--- config.mk ---
export PLATFORM = sky130hd
export DESIGN_NAME = fetch_unit
export DESIGN_NICKNAME = d
export VERILOG_FILES = /design/src/rtl/cpu_pkg.sv /design/src/rtl/fetch_unit_chk.sv /design/src/rtl/sync_fifo.sv /design/src/rtl/fetch_unit.sv
export SDC_FILE = /design/constraint.sdc
export NUM_CORES = 1
export LEC_CHECK = 0
export CAP_MARGIN = 40
export CORE_MARGIN = 10
export CORE_UTILIZATION = 48
export DETAILED_ROUTE_END_ITERATION = 8
export HOLD_SLACK_MARGIN = 0.05
export PLACE_DENSITY_LB_ADDON = 0.08
export SYNTH_ARGS = -nofsm -noshare
export SYNTH_HDL_FRONTEND = slang
export SYNTH_SLANG_ARGS = --single-unit
export TNS_END_PERCENT = 50
--- constraint.sdc ---
create_clock -name clk -period 2.8 [get_ports clk]
set_clock_uncertainty 0.2 [all_clocks]
set_input_delay 0.7 -clock clk [delete_from_list [all_inputs] [get_ports clk]]
set_output_delay 0.7 -clock clk [all_outputs]
set_load 0.01 [all_outputs]
--- src/rtl/cpu_pkg.sv ---
// Shared CPU definitions: opcode width and field layout used by fetch,
// decode and the instruction definitions.
package cpu_pkg;

    localparam int OPCODE_W  = 12;

    localparam int TYPE_MSB  = 11;
    localparam int TYPE_LSB  = 9;
    localparam int SUB_MSB   = 8;
    localparam int SUB_LSB   = 6;
    localparam int REG_A_MSB = 5;
    localparam int REG_A_LSB = 3;
    localparam int REG_B_MSB = 2;
    localparam int REG_B_LSB = 0;

    // Field view of an opcode, MSB first: type / sub / reg_a / reg_b
    typedef struct packed {
        logic [TYPE_MSB-TYPE_LSB:0]   op_type;
        logic [SUB_MSB-SUB_LSB:0]     op_sub;
        logic [REG_A_MSB-REG_A_LSB:0] reg_a;
        logic [REG_B_MSB-REG_B_LSB:0] reg_b;
    } opcode_t;

endpackage

--- src/rtl/fetch_unit_chk.sv ---
// Invariant checks for fetch_unit bookkeeping and the memory response protocol.
module fetch_unit_chk #(
    parameter int DEPTH = 2,
    parameter int CNT_W = 2
) (
    input logic             clk,
    input logic             rst_n,
    input logic             imem_rsp_valid,
    input logic             accept,
    input logic             keep,
    input logic [CNT_W-1:0] outst,
    input logic [CNT_W-1:0] drop,
    input logic [CNT_W-1:0] aq_count,
    input logic             aq_empty,
    input logic             aq_full,
    input logic [CNT_W-1:0] ob_count,
    input logic             ob_full
);
    // A response with nothing in flight is a memory protocol error
    a_rsp_needs_outst: assert property (@(posedge clk) disable iff (!rst_n)
        imem_rsp_valid |-> (outst != '0));

    a_queue_tracks_outst: assert property (@(posedge clk) disable iff (!rst_n)
        aq_count == outst);

    a_drop_bound: assert property (@(posedge clk) disable iff (!rst_n)
        drop <= outst);

    a_credit_bound: assert property (@(posedge clk) disable iff (!rst_n)
        ({1'b0, outst} + {1'b0, ob_count}) <= (CNT_W+1)'(DEPTH));

    a_no_accept_when_queue_full: assert property (@(posedge clk) disable iff (!rst_n)
        aq_full |-> !accept);

    a_no_drop_when_idle: assert property (@(posedge clk) disable iff (!rst_n)
        aq_empty |-> (drop == '0));

    a_no_push_when_buffer_full: assert property (@(posedge clk) disable iff (!rst_n)
        ob_full |-> !keep);

endmodule

--- src/rtl/sync_fifo.sv ---
// Small synchronous FIFO with flush, usable at any depth >= 2.
// Head data is read straight from the storage registers.
module sync_fifo #(
    parameter int WIDTH = 8,
    parameter int DEPTH = 2
) (
    input  logic                       clk,
    input  logic                       rst_n,
    input  logic                       flush,
    input  logic                       push,
    input  logic                       pop,
    input  logic [WIDTH-1:0]           wdata,
    output logic [WIDTH-1:0]           rdata,
    output logic                       full,
    output logic                       empty,
    output logic [$clog2(DEPTH+1)-1:0] count
);
    localparam int PTR_W = (DEPTH > 1) ? $clog2(DEPTH) : 1;
    localparam int CNT_W = $clog2(DEPTH + 1);
    localparam logic [PTR_W-1:0] LAST_PTR = PTR_W'(DEPTH - 1);
    localparam logic [CNT_W-1:0] FULL_CNT = CNT_W'(DEPTH);

    logic [WIDTH-1:0] mem_r [DEPTH];
    logic [PTR_W-1:0] wr_ptr_r;
    logic [PTR_W-1:0] rd_ptr_r;
    logic [CNT_W-1:0] count_r;
    logic             do_push_s;
    logic             do_pop_s;

    function automatic logic [PTR_W-1:0] ptr_inc(input logic [PTR_W-1:0] ptr);
        if (ptr == LAST_PTR) begin
            return '0;
        end else begin
            return ptr + PTR_W'(1'b1);
        end
    endfunction

    // Qualify requests: flush wins, pop needs data, push needs room (a same-cycle pop frees one)
    always_comb begin
        do_pop_s  = 1'b0;
        do_push_s = 1'b0;
        if (flush) begin
            do_pop_s  = 1'b0;
            do_push_s = 1'b0;
        end else begin
            do_pop_s  = pop && (count_r != '0);
            do_push_s = push && ((count_r != FULL_CNT) || do_pop_s);
        end
    end

    // Pointer and occupancy bookkeeping
    always_ff @(posedge clk or negedge rst_n) begin
        if (!rst_n) begin
            wr_ptr_r <= '0;
            rd_ptr_r <= '0;
            count_r  <= '0;
        end else if (flush) begin
            wr_ptr_r <= '0;
            rd_ptr_r <= '0;
            count_r  <= '0;
        end else begin
            if (do_push_s) begin
                wr_ptr_r <= ptr_inc(wr_ptr_r);
            end
            if (do_pop_s) begin
                rd_ptr_r <= ptr_inc(rd_ptr_r);
            end
            case ({do_push_s, do_pop_s})
                2'b10:   count_r <= count_r + CNT_W'(1'b1);
                2'b01:   count_r <= count_r - CNT_W'(1'b1);
                default: count_r <= count_r;
            endcase
        end
    end

    // Storage, cleared on reset so the head reads as zero when nothing was ever written
    always_ff @(posedge clk or negedge rst_n) begin
        if (!rst_n) begin
            for (int i = 0; i < DEPTH; i++) begin
                mem_r[i] <= '0;
            end
        end else if (do_push_s) begin
            mem_r[wr_ptr_r] <= wdata;
        end
    end

    assign rdata = mem_r[rd_ptr_r];
    assign full  = (count_r == FULL_CNT);
    assign empty = (count_r == '0);
    assign count = count_r;

endmodule

--- src/rtl/fetch_unit.sv ---
// Instruction fetch: owns the PC, issues in-order reads, buffers returned
// opcodes with their fetch address, and hands them to the decoder.
// A redirect reloads the PC, empties the buffer and marks every in-flight
// read as stale so its response is discarded on arrival.
module fetch_unit
    import cpu_pkg::*;
#(
    parameter int ADDR_W = 8,
    parameter int DEPTH  = 2
) (
    input  logic                clk,
    input  logic                rst_n,
    output logic                imem_req_valid,
    output logic [ADDR_W-1:0]   imem_req_addr,
    input  logic                imem_req_ready,
    input  logic                imem_rsp_valid,
    input  logic [OPCODE_W-1:0] imem_rsp_data,
    input  logic                redirect_valid,
    input  logic [ADDR_W-1:0]   redirect_addr,
    output logic                out_valid,
    output logic [OPCODE_W-1:0] out_opcode,
    output logic [ADDR_W-1:0]   out_pc,
    input  logic                out_ready
);
    localparam int CNT_W = $clog2(DEPTH + 1);
    localparam int OUT_W = OPCODE_W + ADDR_W;

    logic [ADDR_W-1:0] pc_r;
    logic [CNT_W-1:0]  outst_r;
    logic [CNT_W-1:0]  drop_r;

    logic [CNT_W:0]    credit_used_s;
    logic              req_valid_s;
    logic              accept_s;
    logic              rsp_s;
    logic              keep_s;
    logic              pop_s;
    logic [CNT_W-1:0]  outst_after_rsp_s;

    logic [ADDR_W-1:0] aq_head_s;
    logic [CNT_W-1:0]  aq_count_s;
    logic              aq_full_s;
    logic              aq_empty_s;
    logic [OUT_W-1:0]  ob_wdata_s;
    logic [OUT_W-1:0]  ob_rdata_s;
    logic [CNT_W-1:0]  ob_count_s;
    logic              ob_full_s;
    logic              ob_empty_s;

    // Request credit and handshake decode; credit covers stale reads so every response has a slot
    always_comb begin
        credit_used_s     = {1'b0, outst_r} + {1'b0, ob_count_s};
        req_valid_s       = !redirect_valid && (credit_used_s < (CNT_W+1)'(DEPTH));
        accept_s          = req_valid_s && imem_req_ready;
        rsp_s             = imem_rsp_valid && (outst_r != '0);
        keep_s            = rsp_s && (drop_r == '0) && !redirect_valid;
        pop_s             = !ob_empty_s && out_ready;
        outst_after_rsp_s = rsp_s ? (outst_r - CNT_W'(1'b1)) : outst_r;
    end

    // Program counter: redirect wins, otherwise advance (with wrap) on each accepted request
    always_ff @(posedge clk or negedge rst_n) begin
        if (!rst_n) begin
            pc_r <= '0;
        end else if (redirect_valid) begin
            pc_r <= redirect_addr;
        end else if (accept_s) begin
            pc_r <= pc_r + ADDR_W'(1'b1);
        end
    end

    // In-flight count: +1 per accept, -1 per response
    always_ff @(posedge clk or negedge rst_n) begin
        if (!rst_n) begin
            outst_r <= '0;
        end else begin
            outst_r <= outst_after_rsp_s + (accept_s ? CNT_W'(1'b1) : CNT_W'(1'b0));
        end
    end

    // Discard count: on redirect every read still in flight after this cycle is stale
    always_ff @(posedge clk or negedge rst_n) begin
        if (!rst_n) begin
            drop_r <= '0;
        end else if (redirect_valid) begin
            drop_r <= outst_after_rsp_s;
        end else if (rsp_s && (drop_r != '0)) begin
            drop_r <= drop_r - CNT_W'(1'b1);
        end
    end

    // Addresses of in-flight reads, consumed in order as responses arrive (stale ones included)
    sync_fifo #(
        .WIDTH (ADDR_W),
        .DEPTH (DEPTH)
    ) u_addr_q (
        .clk   (clk),
        .rst_n (rst_n),
        .flush (1'b0),
        .push  (accept_s),
        .pop   (rsp_s),
        .wdata (pc_r),
        .rdata (aq_head_s),
        .full  (aq_full_s),
        .empty (aq_empty_s),
        .count (aq_count_s)
    );

    assign ob_wdata_s = {imem_rsp_data, aq_head_s};

    // Opcode + pc buffer toward the decoder, emptied on redirect
    sync_fifo #(
        .WIDTH (OUT_W),
        .DEPTH (DEPTH)
    ) u_out_buf (
        .clk   (clk),
        .rst_n (rst_n),
        .flush (redirect_valid),
        .push  (keep_s),
        .pop   (pop_s),
        .wdata (ob_wdata_s),
        .rdata (ob_rdata_s),
        .full  (ob_full_s),
        .empty (ob_empty_s),
        .count (ob_count_s)
    );

    fetch_unit_chk #(
        .DEPTH (DEPTH),
        .CNT_W (CNT_W)
    ) u_chk (
        .clk            (clk),
        .rst_n          (rst_n),
        .imem_rsp_valid (imem_rsp_valid),
        .accept         (accept_s),
        .keep           (keep_s),
        .outst          (outst_r),
        .drop           (drop_r),
        .aq_count       (aq_count_s),
        .aq_empty       (aq_empty_s),
        .aq_full        (aq_full_s),
        .ob_count       (ob_count_s),
        .ob_full        (ob_full_s)
    );

    assign imem_req_valid = req_valid_s;
    assign imem_req_addr  = pc_r;
    assign out_valid      = !ob_empty_s;
    assign out_opcode     = ob_rdata_s[OUT_W-1:ADDR_W];
    assign out_pc         = ob_rdata_s[ADDR_W-1:0];

endmodule

### Word-level counts from Yosys, hierarchy flattened

Index checks and enable logic that the tools add are counted.

| word-level totals | value |
|---|---|
| bits in registers | 76 |
| bits of input ports | 26 |
| output and inout bits | 30 |
| logic and storage cells | 103 |

| operators by class | value |
|---|---|
| $add $sub $neg | 13 |
| $lt $le $gt $ge | 7 |
| eq/ne operators | 6 |
| muxes and demuxes | 31 |
| bitwise logic cells | 4 |
| reduce and logical (&&, ||, !) cells | 29 |

Operator list:

| kind | number |
|---|---|
| 20-bit 2-to-1 mux | 4 |
| 8-bit 2-to-1 mux | 6 |
| 40-bit bitwise mux | 1 |
| 20-bit demux with 1-bit select | 1 |
| 2-bit nonzero test | 9 |
| 16-bit bitwise mux | 1 |
| 1-bit logical AND | 13 |
| 1-bit 2-to-1 mux | 11 |
| 8-bit by 1-bit adder with 8-bit output (second input constant) | 1 |
| 8-bit demux with 1-bit select | 1 |
| 2-bit >= comparator (second input constant) | 4 |
| 2-bit 2-to-1 mux | 4 |
| 1-bit inverter with 2-bit output | 4 |
| 2-bit one-hot mux with 2 select lines | 2 |
| 2-bit by 1-bit subtractor with 2-bit output (second input constant) | 4 |
| 1-bit adder (second input constant) | 4 |
| 2-bit by 1-bit adder with 2-bit output (second input constant) | 2 |
| 2-bit by 1-bit == test with 1-bit output (second input constant) | 2 |
| 2-bit == test (second input constant) | 2 |
| 2-bit logical NOT | 2 |
| 2-bit by 1-bit < comparator with 1-bit output (second input constant) | 2 |
| 2-bit != test (second input constant) | 2 |
| 2-bit by 2-bit adder with 3-bit output | 1 |
| 3-bit by 2-bit < comparator with 1-bit output (second input constant) | 1 |
| 4 further kinds | 6 |

### Longest topological paths before layout

| depth | value |
|---|---|
| word-level depth | 10 |
| gate-level depth with buffers | 9 |
| depth with buffers taken out | 9 |

### Modules after synthesis

Synthesis repeated with hierarchy kept, for this count alone.

| second synthesis, totals | value |
|---|---|
| cells, all modules | 282 |
| area, all modules | 3792.4 um^2 |

By module, submodules not included:

| module | instances | cells an instance | area each (um^2) | seq. area each (um^2) |
|---|---|---|---|---|
| sync_fifo at u_out_buf | 1 | 133 | 2039.5 | 1101.1 |
| sync_fifo at u_addr_q | 1 | 70 | 983.4 | 500.5 |
| fetch_unit | 1 | 79 | 769.5 | 300.3 |

### Least setup slack after synthesis

OpenSTA, ideal clock, no wires.

| timing | value |
|---|---|
| kind | reg-to-reg |
| from | register u_out_buf.count_r[0] (netlist: u_out_buf.count[0]) |
| to | register u_addr_q.count_r[1] (netlist: u_addr_q.count[1]) |
| library setup time | 0.079 ns |
| data arrival time | 2.445 ns |
| required time | 2.521 ns |
| path slack | 0.076 ns |
| cell stages (with the launch flop) | 9 |
| buffers on the path | 0 |
| clock period less this slack | 2.724 ns |
| cell sequence | dfrtp_1 > and2_1 > fa_1 > or4b_4 > inv_1 > o21ai_0 > ha_1 > nor2_1 > xor2_1 |

| on the way | value |
|---|---|
| longest elaborated chain between the ends | 7 |
| elaborated cells on any way between the ends | 9 |
| classes of those cells | add/sub (1); order compare (1); eq/ne (2); mux (1); reduce/logical (4) |

RTL lines:

| what | RTL line | text |
|---|---|---|
| start: declaration | sync_fifo.sv:26 | `logic [CNT_W-1:0] count_r;` |
| start signal: assignment | sync_fifo.sv:69 | `2'b10: count_r <= count_r + CNT_W'(1'b1);` |
| start signal: assignment | sync_fifo.sv:70 | `2'b01: count_r <= count_r - CNT_W'(1'b1);` |
| start signal: assignment | sync_fifo.sv:71 | `default: count_r <= count_r;` |
| 2-bit by 2-bit adder with 3-bit output (*) | fetch_unit.sv:52 | `credit_used_s = {1'b0, outst_r} + {1'b0, ob_count_s};` |
| 3-bit by 2-bit < comparator with 1-bit output (*) | fetch_unit.sv:53 | `req_valid_s = !redirect_valid && (credit_used_s < (CNT_W+1)'(DEPTH));` |
| 1-bit logical AND (*) | fetch_unit.sv:53 |  |
| 1-bit logical AND (*) | fetch_unit.sv:54 | `accept_s = req_valid_s && imem_req_ready;` |
| 1-bit logical AND (*) | sync_fifo.sv:47 | `do_push_s = push && ((count_r != FULL_CNT) \|\| do_pop_s);` |
| 2-bit by 1-bit == test with 1-bit output or 2-bit == test (tied branches) | sync_fifo.sv:68 | `case ({do_push_s, do_pop_s})` |
| 2-bit one-hot mux with 2 select lines or 2-bit nonzero test (tied branches) | n/a |  |
| end signal: assignment | sync_fifo.sv:69 |  |
| end signal: assignment | sync_fifo.sv:70 |  |
| end signal: assignment | sync_fifo.sv:71 |  |
| end: declaration | sync_fifo.sv:26 |  |

Every way passes the cells marked *; elsewhere a longest branch is shown, timed or not.
A chain may end at the register's enable or synchronous reset.

### Worst setup path in the final report

| timing | value |
|---|---|
| from | register u_out_buf.count_r[0] (netlist: u_out_buf.count[0]) |
| to | register u_addr_q.mem_r[14] (netlist name) |

| on the way | value |
|---|---|
| longest elaborated chain between the ends | 5 |

RTL lines:

| what | RTL line | text |
|---|---|---|
| 2-bit by 2-bit adder with 3-bit output | fetch_unit.sv:52 |  |
| 3-bit by 2-bit < comparator with 1-bit output | fetch_unit.sv:53 |  |
| 1-bit logical AND | fetch_unit.sv:53 |  |
| 1-bit logical AND | fetch_unit.sv:54 |  |
| 1-bit logical AND | sync_fifo.sv:47 |  |
| end signal: indexed assignment | sync_fifo.sv:83 | `mem_r[wr_ptr_r] <= wdata;` |
| end: declaration | sync_fifo.sv:23 | `logic [WIDTH-1:0] mem_r [DEPTH];` |

No other way between the ends.

==> flow_metrics.py <==
metrics = {
    "outcome": {
        "status": "completed",
    },
    "die": {
        "die_w_um": 106.7,
        "die_height_um": 106.7,
        "core_area_um2": 7292,
        "row_count": 31,
        "die_area_um2": 11390,
        "start_util_pct": 49.49,
        "pin_count": 56,
    },
    "cts": {
        "htreeDepth": 3,
        "cts.clk_slew.worst_paths_ns": 0.08,
        "cts_buffer_depth": 2,
        "clk_latency_ns": 0.34,
        "cts_hold_buf": 0,
        "clock-sinks": 76,
        "cts_tree": "built",
        "cts_buffers": 9,
        "clockRootBuffer": "clkbuf_8",
    },
    "worst_setup_path": {
        "worstPathRequired_ns": 2.82,
        "end_kind": "register",
        "crit_path_start_kind": "register",
        "cp.arrival_ns": 2.74,
        "crit_fanout": 8,
        "worstSetupPathType": "reg -> reg",
    },
    "cells_and_area": {
        "fin_cells": 451,
        "diodes": 0,
        "final_util_pct": 64.26,
        "syn_to_final_growth_pct": 29.85,
        "nets": 379,
        "stdcell_area_um2": 4686,
        "layout-drive-gt1-share_pct": 39.77,
    },
    "power_and_ir_drop": {
        "p_sw_mw": 1.346,
        "p_leak_nw": 2.054,
        "combPwrFrac_pct": 38.9,
        "peakVddDrop_mv": 0.4300,
        "seqPwrFrac_pct": 42.0,
        "p_clk_share_pct": 19.1,
        "internal-power_mw": 3.093,
        "sw_frac_of_total_pct": 30.32,
        "power.density_nw_per_um2": 947.4,
    },
    "yosys": {
        "syn_area_um2": 3608,
        "synth.top_cell.area_share_pct": 52.70,
        "ys.flop_type": "dfrtp_1",
        "yosys-top-cells-area": "dfrtp_1 53%, mux2_2 27%, xnor2_1 1.9%, ha_1 1.7%, inv_1 0.94%",
        "synth.distinct_cells": 42,
        "synth_warnings": 0,
        "synth_enable_flop_cells": 0,
        "avgSynthCellArea_um2": 13.51,
        "synthArstFlopShare_pct": 100.0,
        "synth_seq_cells": 76,
        "syn_inst": 267,
        "yosysTopAreaCell": "dfrtp_1",
        "seq_area_frac_synth_pct": 52.70,
        "postSynthNetCount": 299,
    },
    "detailed_routing": {
        "ant_nets": 0,
        "viasPerCell": 5.315,
        "drt_iter0_markers": 73,
        "dr_total_vias": 2397,
        "wl_per_cell_um": 16.18,
        "wirelength_um": 7297,
        "dr.pass1.iters": 4,
        "drc": 0,
    },
    "sta": {
        "slew_headroom_pct": 69.50,
        "slew_violations": 0,
        "period_minus_slack_ns": 2.724,
        "hold_slack_ns": 0.1097,
        "rsz0062_at_grt": "true",
        "worst_pin_slew_ns": 0.4574,
        "hold_viol_final": 0,
        "fin_crit_sh_pct": 97.28,
        "timing.fmax_ghz": 0.3671,
        "setup_viol": 0,
    },
    "min_path": {
        "min_path_type": "in -> async",
    },
    "global_route": {
        "antenna_found_initial": 0,
        "grt_pass1_wl_um": 12900,
        "grt.total_usage_pct": 13.83,
        "grt_max_degree": 36,
        "gr-total-overflow": 0,
        "first_global_vias": 2638,
    },
    "run": {
        "drv_cap": 0,
    },
    "place": {
        "portBuffers": 55,
        "dpl_cell_area_um2": 4454,
        "dp_cells": 434,
        "gp_congestion": 0.7718,
        "dpl.hpwl_um": 5330,
    },
}
[per-stage QoR]
step	total power [mW]	worst slack, ns	setup TNS [ns]
6_report	4.439	0.07629	0
2_1_floorplan	2.897	0.07618	0
3_5_place_dp	3.618	-0.1449	-1.215
4_1_cts	4.483	0.006860	0
3_3_place_gp	3.566	-0.03480	-0.4403
5_1_grt	4.764	-0.01766	-0.02065
[metal layers]
layer	global-route usage [%]	part of all wire [%]	wire, um	up-vias
met3	2.994	3.4	251	5
li1	-	-	-	1133
met4	5.513	1.0	73	0
met1	17.71	46	3379	1227
met2	22.30	49	3592	32
met5	0	0	0	-
[worst max-delay path: stages, from the launching register on]
cell and delay, ns:
dfrtp_1 0.39, and2_1 0.15, fa_1 0.46, buf_6 0.14, or4b_4 0.53, a311oi_4 0.23
buf_6 0.17, mux2_2 0.33
[worst paths after layout]
check | from | endpoint | slack, ns | depth (start not counted)
setup / recovery | u_out_buf.count[0] | u_addr_q.mem_r[14] | 0.08 | 7
setup reg to reg | u_out_buf.count[0] | u_addr_q.mem_r[14] | 0.08 | 7
max in group asynchronous | rst_n | u_out_buf.mem_r[5] | 1.66 | 2
hold reg to reg | u_addr_q.mem_r[6] | u_addr_q.mem_r[6] | 0.31 | 1
min in group clk | u_addr_q.mem_r[6] | u_addr_q.mem_r[6] | 0.31 | 1
hold / removal | rst_n | u_addr_q.mem_r[4] | 0.11 | 1
[cell usage after synthesis, types with 2 or more instances]
library cell / number
or2_2: 3
nor2b_1: 3
xor2_1: 3
o31ai_1: 2
inv_1: 9
nor3_1: 3
nand3_1: 4
or4_1: 2
dfrtp_1: 76
nand3b_1: 2
a31oi_1: 2
nor2_1: 7
a311oi_1: 2
buf_1: 2
mux2_2: 88
clkbuf_1: 5
xnor2_1: 8
ha_1: 5
nand2b_1: 4
nand2_1: 5
buf_2: 3
o21ai_0: 6
mux2i_1: 2
o311ai_0: 2
nor3b_1: 2
[timing repair]
item                                   in CTS  in global routing
setup endpoints to repair                  15                 18
pin swaps                                   2                  3
gates resized for setup                     8                  5
endpoints found under the hold margin       0                  0
setup buffers                               1                  0
[flip-flops by register name (all words and copies together), names as in the netlist]
register	flops
u_out_buf.mem_r	40
u_out_buf.rd_ptr_r	1
outst_r	2
u_addr_q.mem_r	16
drop_r	2
u_addr_q.count	2
u_addr_q.wr_ptr_r	1
imem_req_addr	8
u_out_buf.wr_ptr_r	1
u_out_buf.count	2
u_addr_q.rd_ptr_r	1
[final cells by class]
| type | instances | area, um2 |
|---|---|---|
| clock buffers | 11 | 141.4 |
| inverters | 9 | 36.28 |
| flip-flops and latches | 76 | 1902 |
| fillers | 589 | 2606 |
| repair buffers | 79 | 768.2 |
| multi-input cells | 172 | 1654 |
| well taps | 99 | 123.9 |
| clock inverters | 5 | 60.06 |
[cell usage in the layout (no fill, tap or decap), types with 2 or more instances in the layout]
| cell | count |
|---|---|
| nand3b_1 | 2 |
| nand2b_1 | 4 |
| buf_12 | 3 |
| clkdlybuf4s50_1 | 53 |
| buf_6 | 2 |
| nor3b_1 | 2 |
| a31oi_1 | 2 |
| mux2i_1 | 2 |
| or4_1 | 2 |
| nor2b_1 | 3 |
| a311oi_1 | 2 |
| ha_1 | 4 |
| mux2_2 | 88 |
| inv_1 | 8 |
| nand3_1 | 4 |
| dfrtp_1 | 76 |
| o31ai_1 | 2 |
| o21ai_0 | 5 |
| nor2_1 | 7 |
| or2_2 | 2 |
| xnor2_1 | 8 |
| nand2_1 | 5 |
| xor2_1 | 3 |
| nor3_1 | 2 |
| clkbuf_8 | 10 |
| buf_4 | 20 |
| o311ai_0 | 2 |
[kinds of logic (layout without fill, tap and decap cells)]
group / Yosys count / after routing / share of synthesized area, %
muxes: 90 / 90 / 28.02
DFF: 76 / 76 / 52.70
and+or+nand+nor: 44 / 44 / 7.524
AOI/OAI and AO/OA: 21 / 21 / 4.716
buffers and inverters: 19 / 104 / 2.080
xor gates and xnor gates: 11 / 11 / 2.670
adders and majority gates: 6 / 6 / 2.289
[power by group through the flow]
stage	combinational, mW	clock (mW)	sequential [mW]
floorplan	1.12	0	1.78
global placement	1.70	0	1.87
detailed placement	1.73	0	1.88
CTS	1.75	0.873	1.86
global route	1.92	0.909	1.93
finish	1.73	0.847	1.86
No activity file was read; power rests on OpenSTA's default activity.
